**config.mk**
```make
export PLATFORM = sky130hd
export DESIGN_NAME = uart_tx_buffered_flat
export DESIGN_NICKNAME = d
export VERILOG_FILES = /design/src/rtl/uart_tx_buffered_pkg.sv /design/src/rtl/uart_tx_buffered_if.sv /design/src/rtl/uart_baud_tick.sv /design/src/rtl/uart_tx_buffered.sv /design/src/flat_wrapper.sv
export SDC_FILE = /design/constraint.sdc
export NUM_CORES = 1
export LEC_CHECK = 0
export BUFFER_PORTS_ARGS = -buffer_cell sky130_fd_sc_hd__buf_2
export CORE_MARGIN = 2
export CORE_UTILIZATION = 60
export DETAILED_ROUTE_END_ITERATION = 6
export GPL_TIMING_DRIVEN = 0
export PLACE_DENSITY = 0.78
export SETUP_SLACK_MARGIN = 0.4
export SYNTH_ARGS = -nofsm -noshare
export SYNTH_HDL_FRONTEND = slang
export SYNTH_SLANG_ARGS = --single-unit
```
**constraint.sdc**
```tcl
create_clock -name clk -period 5.6 [get_ports clk]
set_input_delay 0.56 -clock clk [delete_from_list [all_inputs] [get_ports clk]]
set_output_delay 0.56 -clock clk [all_outputs]
set_load 0.005 [all_outputs]
```
**src/rtl/uart_tx_buffered_pkg.sv**
```systemverilog
// Shared types for the buffered UART transmitter: frame states and data-width bounds.
package uart_tx_buffered_pkg;

  typedef enum logic [2:0] {
    IDLE   = 3'd0,
    START  = 3'd1,
    DATA   = 3'd2,
    PARITY = 3'd3,
    STOP   = 3'd4
  } tx_state_e;

  localparam int UART_MIN_DATA_BITS = 5;
  localparam int UART_MAX_DATA_BITS = 9;

endpackage

```
**src/rtl/uart_tx_buffered_if.sv**
```systemverilog
// Write-side push handshake between the bus wrapper (master) and the transmitter (slave).
interface uart_tx_buffered_if #(parameter int DATA_BITS = 8);
  logic                 wr_valid;
  logic [DATA_BITS-1:0] wr_data;
  logic                 wr_ready;

  modport master (output wr_valid, output wr_data, input  wr_ready);
  modport slave  (input  wr_valid, input  wr_data, output wr_ready);
endinterface

```
**src/rtl/uart_baud_tick.sv**
```systemverilog
// Bit-period divider: counts 0..div while enabled, tick on the terminal count.
module uart_baud_tick #(
  parameter int DIV_W = 16
) (
  input  logic             clk,
  input  logic             nReset,
  input  logic             en,
  input  logic [DIV_W-1:0] div,
  output logic             tick
);
  logic [DIV_W-1:0] r_cnt;

  assign tick = en && (r_cnt == div);

  always_ff @(posedge clk or negedge nReset) begin
    if (!nReset)      r_cnt <= '0;
    else if (!en)     r_cnt <= '0;
    else if (tick)    r_cnt <= '0;
    else              r_cnt <= r_cnt + 1'b1;
  end
endmodule

```
**src/rtl/uart_tx_buffered.sv**
```systemverilog
// Buffered UART transmitter: push FIFO, baud divider and frame serialiser with CTS gating.
// Optional parity bit after the data field when UART_TX_PARITY_EN is defined.
module uart_tx_buffered
  import uart_tx_buffered_pkg::*;
#(
  parameter  int DATA_BITS = 8,
  parameter  int DEPTH     = 16,
  parameter  int DIV_W     = 16,
  parameter  int LOW_WATER = 2,
  localparam int CW        = $clog2(DEPTH + 1)
) (
  input  logic             clk,
  input  logic             nReset,
  input  logic [DIV_W-1:0] cfg_div,
  input  logic             cfg_stop2,
  input  logic             cfg_flow_en,
`ifdef UART_TX_PARITY_EN
  input  logic             cfg_par_odd,
`endif
  input  logic             clear,
  uart_tx_buffered_if.slave wr,
  input  logic             cts,
  output logic             tx,
  output logic             busy,
  output logic [CW-1:0]    count,
  output logic             empty,
  output logic             full,
  output logic             overrun,
  output logic             tx_low
);
  localparam int AW = $clog2(DEPTH);

  logic [DATA_BITS-1:0] r_mem [DEPTH];
  logic [AW-1:0]        r_wptr, r_rptr;
  logic [CW-1:0]        r_count;
  logic                 r_overrun;

  tx_state_e            r_state;
  logic [DATA_BITS-1:0] r_shift;
  logic [3:0]           r_bitcnt;
  logic                 r_stop2, r_stop_hi;
  logic [DIV_W-1:0]     r_div;
`ifdef UART_TX_PARITY_EN
  logic                 r_par;
`endif

  logic w_tick, w_push, w_pop, w_can_launch, w_last_stop;

  assign full    = (r_count == CW'(DEPTH));
  assign empty   = (r_count == '0);
  assign count   = r_count;
  assign overrun = r_overrun;
  assign tx_low  = (r_count <= CW'(LOW_WATER));
  assign busy    = (r_state != IDLE);
  assign wr.wr_ready = !full;

  assign w_push       = wr.wr_valid && !full && !clear;
  assign w_can_launch = !empty && (cts || !cfg_flow_en);
  // The final stop tick may relaunch directly, giving back-to-back frames.
  assign w_last_stop  = (r_state == STOP) && w_tick && (!r_stop2 || r_stop_hi);
  assign w_pop        = w_can_launch && ((r_state == IDLE) || w_last_stop);

  uart_baud_tick #(.DIV_W(DIV_W)) u_baud (
    .clk    (clk),
    .nReset (nReset),
    .en     (busy),
    .div    (r_div),
    .tick   (w_tick)
  );

  always_ff @(posedge clk) begin
    if (w_push) r_mem[r_wptr] <= wr.wr_data;
  end

  always_ff @(posedge clk or negedge nReset) begin
    if (!nReset) begin
      r_wptr    <= '0;
      r_rptr    <= '0;
      r_count   <= '0;
      r_overrun <= 1'b0;
    end else if (clear) begin
      r_wptr    <= '0;
      r_rptr    <= '0;
      r_count   <= '0;
      r_overrun <= 1'b0;
    end else begin
      if (w_push) r_wptr <= r_wptr + 1'b1;
      if (w_pop)  r_rptr <= r_rptr + 1'b1;
      r_count <= r_count + CW'(w_push) - CW'(w_pop);
      if (wr.wr_valid && full) r_overrun <= 1'b1;
    end
  end

  always_ff @(posedge clk or negedge nReset) begin
    if (!nReset) begin
      r_state   <= IDLE;
      r_shift   <= '0;
      r_bitcnt  <= '0;
      r_stop2   <= 1'b0;
      r_stop_hi <= 1'b0;
      r_div     <= '0;
`ifdef UART_TX_PARITY_EN
      r_par     <= 1'b0;
`endif
    end else if (w_pop) begin
      // Frame config is frozen here so mid-frame register writes take effect next frame.
      r_state   <= START;
      r_shift   <= r_mem[r_rptr];
      r_div     <= cfg_div;
      r_stop2   <= cfg_stop2;
      r_stop_hi <= 1'b0;
`ifdef UART_TX_PARITY_EN
      r_par     <= (^r_mem[r_rptr]) ^ cfg_par_odd;
`endif
    end else if (w_tick) begin
      case (r_state)
        START: begin
          r_state  <= DATA;
          r_bitcnt <= '0;
        end
        DATA: begin
          r_shift <= r_shift >> 1;
          if (r_bitcnt == 4'(DATA_BITS - 1)) begin
`ifdef UART_TX_PARITY_EN
            r_state <= PARITY;
`else
            r_state <= STOP;
`endif
          end else begin
            r_bitcnt <= r_bitcnt + 1'b1;
          end
        end
        PARITY: r_state <= STOP;
        STOP: begin
          if (r_stop2 && !r_stop_hi) r_stop_hi <= 1'b1;
          else                       r_state   <= IDLE;
        end
        default: r_state <= IDLE;
      endcase
    end
  end

  always_comb begin
    tx = 1'b1;
    case (r_state)
      START:  tx = 1'b0;
      DATA:   tx = r_shift[0];
`ifdef UART_TX_PARITY_EN
      PARITY: tx = r_par;
`endif
      default: tx = 1'b1;
    endcase
  end
endmodule

```
**src/flat_wrapper.sv**
```systemverilog
// flat-port wrapper written by rule: the top's interface ports become plain ports
module uart_tx_buffered_flat import uart_tx_buffered_pkg::*;
#(
  parameter  int DATA_BITS = 8,
  parameter  int DEPTH     = 16,
  parameter  int DIV_W     = 16,
  parameter  int LOW_WATER = 2,
  localparam int CW        = $clog2(DEPTH + 1)
)
  (clk, nReset, cfg_div, cfg_stop2, cfg_flow_en, clear, cts, tx, busy, count, empty, full, overrun, tx_low, wr_wr_valid, wr_wr_data, wr_wr_ready);
  uart_tx_buffered_if #(.DATA_BITS(DATA_BITS)) wr_i ();
  input  logic clk;
  input  logic nReset;
  input  logic [DIV_W-1:0] cfg_div;
  input  logic cfg_stop2;
  input  logic cfg_flow_en;
  input  logic clear;
  input  logic cts;
  output logic tx;
  output logic busy;
  output logic [CW-1:0] count;
  output logic empty;
  output logic full;
  output logic overrun;
  output logic tx_low;
  input wire logic [$bits(wr_i.wr_valid)-1:0] wr_wr_valid;
  input wire logic [$bits(wr_i.wr_data)-1:0] wr_wr_data;
  output wire logic [$bits(wr_i.wr_ready)-1:0] wr_wr_ready;
  assign wr_i.wr_valid = wr_wr_valid;
  assign wr_i.wr_data = wr_wr_data;
  assign wr_wr_ready = wr_i.wr_ready;
  uart_tx_buffered #(.DATA_BITS(DATA_BITS), .DEPTH(DEPTH), .DIV_W(DIV_W), .LOW_WATER(LOW_WATER)) u_core (.clk(clk), .nReset(nReset), .cfg_div(cfg_div), .cfg_stop2(cfg_stop2), .cfg_flow_en(cfg_flow_en), .clear(clear), .wr(wr_i), .cts(cts), .tx(tx), .busy(busy), .count(count), .empty(empty), .full(full), .overrun(overrun), .tx_low(tx_low));
endmodule
```
======== Yosys cells after proc, flatten, opt, wreduce, memory -nomap -nowiden ========
Memory sizes are Yosys's and may differ from the RTL's.
Index checks and enable logic that the tools add are counted.
storage, ports and cells
  output and inout port bits .............. 12
  flip-flop bits (word level) ............. 63
  RAM bits ................................ 128
  memories ................................ 1
cells by class
  reductions and logical operators ........ 33
  $add $sub $neg .......................... 6
  mux-type cells .......................... 26
  bitwise gates (word level) .............. 1
  $lt $le $gt $ge ......................... 1
  equal/unequal tests ..................... 10
memories
  name          words  bits a word  rd ports  clocked after Yosys merged registers in  wr ports  line                    text
  u_core.r_mem  16     8            1         0                                        1         uart_tx_buffered.sv:33  logic [DATA_BITS-1:0] r_mem [DEPTH];
operator list
  cell                     number
  $mux W16                 2
  $mux W8                  3
  $mux W4                  5
  $add A16 B1 Y16 const B  1
  $eq A16 B16 Y1           1
  $reduce_bool A2 Y1       8
  $add A4 B1 Y4 const B    3
  $mux W3                  4
  $pmux W3 S4              1
  $logic_and A1 B1 Y1      9
  $mux W1                  8
  $pmux W4 S2              1
  $eq A3 B2 Y1 const B     2
  $logic_not A1 Y1         6
  $reduce_and A3 Y1        2
  $add A5 B1 Y5            1
  $eq A5 B5 Y1 const B     1
  $le A5 B2 Y1 const B     1
  $logic_not A5 Y1         1
  $mux W5                  1
  $sub A5 B1 Y5            1
  $eq A4 B3 Y1 const B     1
  $reduce_and A4 Y1        1
  $eq A3 B1 Y1 const B     1
  other kinds (10)         12

======== Longest topological paths before layout ========
  word-level depth ........................ 8
  gate-level depth with buffers ........... 17
  mapped depth without buffers ............ 15

======== Cells and area by module ========
Synthesis repeated with hierarchy kept, for this count alone.
unflattened totals
  cell total of the unflattened synthesis .. 522
  area total of the unflattened synthesis .. 8,415.6 sq um
modules (own cells, without submodules)
  module            instances  area each (sq um)  sequential area each (sq um)  cells an instance
  uart_tx_buffered  1          7,460.9            5,019.8                       424
  uart_baud_tick    1          954.7              400.4                         98

======== Least setup slack after synthesis ========
Ideal clock, no wire load.
  kind .................................... reg2reg
  start ................................... register u_core.u_baud.r_cnt[6]
  end ..................................... register u_core.r_count[4] (netlist: u_core.count[4])
  period minus slack after synthesis ...... 3.100 ns
  library setup time ...................... 0.126 ns
  data required time ...................... 5.474 ns
  cell stages (with the launch flop) ...... 18
  arrival ................................. 2.975 ns
  path slack .............................. 2.500 ns
  cells stage by stage .................... dfrtp_1 -> buf_2 -> xor2_1 -> nor4_2 -> nand4_2 -> a211oi_2 -> buf_4 -> buf_2 -> ha_1 -> inv_1 -> ha_1 -> inv_1 -> fa_1 -> nor2_1 -> nor2_1 -> nor2_1 -> or3_1 -> a21oi_1
between the ends
  word-level cells in the longest chain between the ends .. 8
RTL lines
  item                              line                    text
  start, declared                   uart_baud_tick.sv:11    logic [DIV_W-1:0] r_cnt;
  start signal, assigned            uart_baud_tick.sv:19    else r_cnt <= r_cnt + 1'b1;
  $eq A16 B16 Y1                    uart_baud_tick.sv:13    assign tick = en && (r_cnt == div);
  $logic_and A1 B1 Y1               uart_baud_tick.sv:13
  $logic_and A1 B1 Y1 (2 in a row)  uart_tx_buffered.sv:60  assign w_last_stop = (r_state == STOP) && w_tick && (!r_stop2 || r_stop_hi);
  $logic_or A1 B1 Y1                uart_tx_buffered.sv:61  assign w_pop = w_can_launch && ((r_state == IDLE) || w_last_stop);
  $logic_and A1 B1 Y1               uart_tx_buffered.sv:61
  via u_core.w_pop                  uart_tx_buffered.sv:47  logic w_tick, w_push, w_pop, w_can_launch, w_last_stop;
  $sub A5 B1 Y5                     uart_tx_buffered.sv:89  r_count <= r_count + CW'(w_push) - CW'(w_pop);
  $mux W5                           uart_tx_buffered.sv:81  end else if (clear) begin
  end signal, assigned              uart_tx_buffered.sv:89
  end, declared                     uart_tx_buffered.sv:35  logic [CW-1:0] r_count;
The timed path passes the listed nets, and every way through them passes these cells.
A chain may end at the register's enable or synchronous reset.

======== Worst setup path after layout ========
  start ................................... register u_core.u_baud.r_cnt[7]
  end ..................................... register u_core.r_count[4] (netlist: u_core.count[4])
Same word-level chain as after synthesis.

==> metrics.txt <==
root buffer cell=clkbuf_16; Compound-Gate Fraction of Synth Area=0.03880; Final TNS setup=0 ns; commonest non-fill, non-tap cell in the layout=edfxtp_1; simple-gate portion of the synthesized area=0.07822; fin crit share=0.6657; Post-synth top flop=edfxtp_1; WP data required=5.96 ns; num rows=42; Layout fillers=855; Hold Vio Cnt, Final=0; drt wl/cell=20.54 um; port bufs=42; H-Tree Depth=4; # resized after CTS=0; Seq/Total Area, Yosys=0.6697; RSZ-0062 raised after global routing=false; Total GRT Usage=0.2417; #FFs+latches synth=191; ANT cells=0; fmax=268.2 MHz; Leak=0.003365 uW; Adder-Cell Fraction of Synth Area=0.02566; number of enable flip-flop cells after synthesis=128; via/cell ratio=5.844; CTS max path bufs=2; Setup Fix Bufs, Post-CTS=0; Critical Path End Type=flip-flop; Iteration-0 DRC Markers=341; Worst Tran Pin Value=1.279 ns; final wirelength=15.67 mm; TritonCTS buffer count=17; Final setup violation count=0; synthesized net count=560; cells along the critical path=xor2_1 -> nor4_1 -> nand4_2 -> a211oi_2 -> buf_4 -> buf_2 -> ha_1 -> inv_1 -> ha_1 -> inv_1 -> fa_1 -> nor2_1 -> nor2_1 -> nor2_1 -> o21ai_0 -> a21oi_1; DRC=0; GP Congestion=0.8222; Cell variety after synth=47; CTS tree=done; I/O Pins=43; DR vias=4459; Area Growth Syn to Fin=12.15%; type of origin of the critical path=flip-flop; most used cell, CP=nor2_1; CP max-delay cell=dfrtp_1; clk slew on worst S/H paths=0.07 ns; Avg Cell Area, Syn=15.78 um^2; CP top delay family=simple AND/OR/NAND/NOR gates; max cap viols=0; TritonRoute pass-1 iters=4; CP arrival=4.09 ns; DIE HEIGHT=120.1 um; Post-Place Worst Slack=1.963 ns; Total Die Area=14430 um^2; mux share of post-synthesis cell area=0.1302; CTS hold repair buffers=0; Finished Core Util=0.6882; PD cells=372.3 nW/um^2; Crit path buffers/inverters=4; initial antenna violation count=0; clk sinks=191; Min Clock Period, post-route=3.728 ns; main combinational cell family by area after synthesis=multiplexers; largest net degree at the start of global routing=64; Worst Hold Class=input pin to asynchronous set/reset pin; vias in the first global route=4766; cell count after synthesis=513; commonest non-fill, non-tap cells in the layout=128 x edfxtp_1, 63 x dfrtp_1, 50 x nor2_1, 48 x buf_2, 36 x mux4_2; first-pass GRT wire length=25.56 mm; Post-DP HPWL=10.37 mm; Initial Utilization=0.6136; Mapped Area=8094 um^2; Slew HR=0.1406; Final Skew=0.01163 ns; area occupied by multi-input gates=2525 um^2; GR Overflow Total=0; core box area=13190 um^2; Storage cell area=5420 um^2; Worst VDD drop=0.2758 mV; fraction of final layout cells sized beyond drive strength 1=0.2368; status=complete, no violations; Setup WS post-layout=1.872 ns; crit-path max FO=10; post-synthesis async set-or-reset flop share=0.3298; Clock Latency Late Sink=0.44 ns; critical path class=flip-flop to flip-flop; Max Slew Vio Count=0; antenna viol nets, final=0; Yosys warning total=0; worst stage delay on the critical path=0.45 ns; chip width=120.1 um; XOR/XNOR share of the synthesized area=0.03787; Layout Nets=622
-- worst paths after layout --
kind | start | end | slack, ns | cells after the start
max reg2reg | u_core.u_baud.r_cnt[7] | u_core.count[4] | 1.87 | 16
max | u_core.u_baud.r_cnt[7] | u_core.count[4] | 1.87 | 16
min reg2reg | u_core.r_stop_hi | u_core.r_stop_hi | 0.49 | 2
min in group clk | cfg_div[14] | u_core.r_div[14] | 0.34 | 2
min | nReset | u_core.u_baud.r_cnt[7] | 0.20 | 1
max in group asynchronous | nReset | u_core.r_state[1] | 4.87 | 1
-- cells in the mapped netlist, types with 8 or more instances --
cell type,count,area share
dfrtp_1,63,0.19
ha_1,15,0.023
nand3_1,9,0.0056
edfxtp_1,128,0.47
a22oi_1,8,0.0074
mux2_2,14,0.019
nand2b_1,8,0.0062
nor2_1,50,0.023
inv_1,13,0.0060
nand2_1,22,0.010
clkbuf_1,13,0.0060
xnor2_1,8,0.0087
mux4_2,36,0.10
o21ai_0,12,0.0074
xor2_1,27,0.029
-- cell type report --
cell class	instances	area share
clock buffers	18	0.04728
flip-flops and latches	191	0.5971
clock inverters	13	0.01144
well taps	176	0.02426
repair buffers	43	0.02426
multi-input cells	285	0.2782
inverters	13	0.005376
plain buffers	24	0.01213
-- routing by layer --
layer,part of all wire,GRT usage
met5,0,0
met4,0.020,0.06765
met3,0.052,0.06131
met2,0.51,0.4119
met1,0.42,0.3107
-- through the flow --
stage / instances / hold slack, ns / total power (uW) / area, um^2
after global routing: 763 / 0.2727 / 3525 / 9077
after detailed placement: 731 / 0.4760 / 2294 / 8524
after floorplan: 513 / 0.2644 / 2119 / 8094
final: 763 / 0.2001 / 3380 / 9077
after CTS: 762 / 0.3407 / 3397 / 9057
after global placement: 731 / 0.4607 / 2264 / 8524
-- worst reg2reg max path: cells and delay by family (launching register included) --
family / cells / cell delay [ns]
DFF: 1 / 0.45
and+or+nand+nor: 5 / 1.09
adders and majority gates: 3 / 0.82
AOI/OAI and AO/OA: 3 / 0.56
xor gates and xnor gates: 1 / 0.16
buffers and inverters: 4 / 0.58
-- cells by family after synthesis --
group | Yosys count
AO/OA/AOI/OAI | 46
XOR/XNOR | 35
adder cells (fa/ha/maj) | 16
buffers and inverters | 37
flip-flops | 191
multiplexers | 58
AND/OR/NAND/NOR | 130
-- flip-flops by register name, indices dropped and copies added (netlist names) --
| name | flops |
|---|---|
| u_core.count | 5 |
| u_core.r_div | 16 |
| u_core.r_state | 3 |
| u_core.r_mem | 128 |
| u_core.r_shift | 8 |
| u_core.u_baud.r_cnt | 16 |
| u_core.r_rptr | 4 |
| u_core.overrun | 1 |
| u_core.r_stop_hi | 1 |
| u_core.r_stop2 | 1 |
| u_core.r_bitcnt | 4 |
| u_core.r_wptr | 4 |
-- where the power goes --
part           switching, uW  internal [uW]  leakage [uW]  total [uW]
Clock                    534            575      0.000254        1110
Combinational            264            245       0.00114         509
Sequential               110           1650       0.00197        1760
Total                    908           2470       0.00336        3380
No activity file was read; power rests on OpenSTA's default activity.
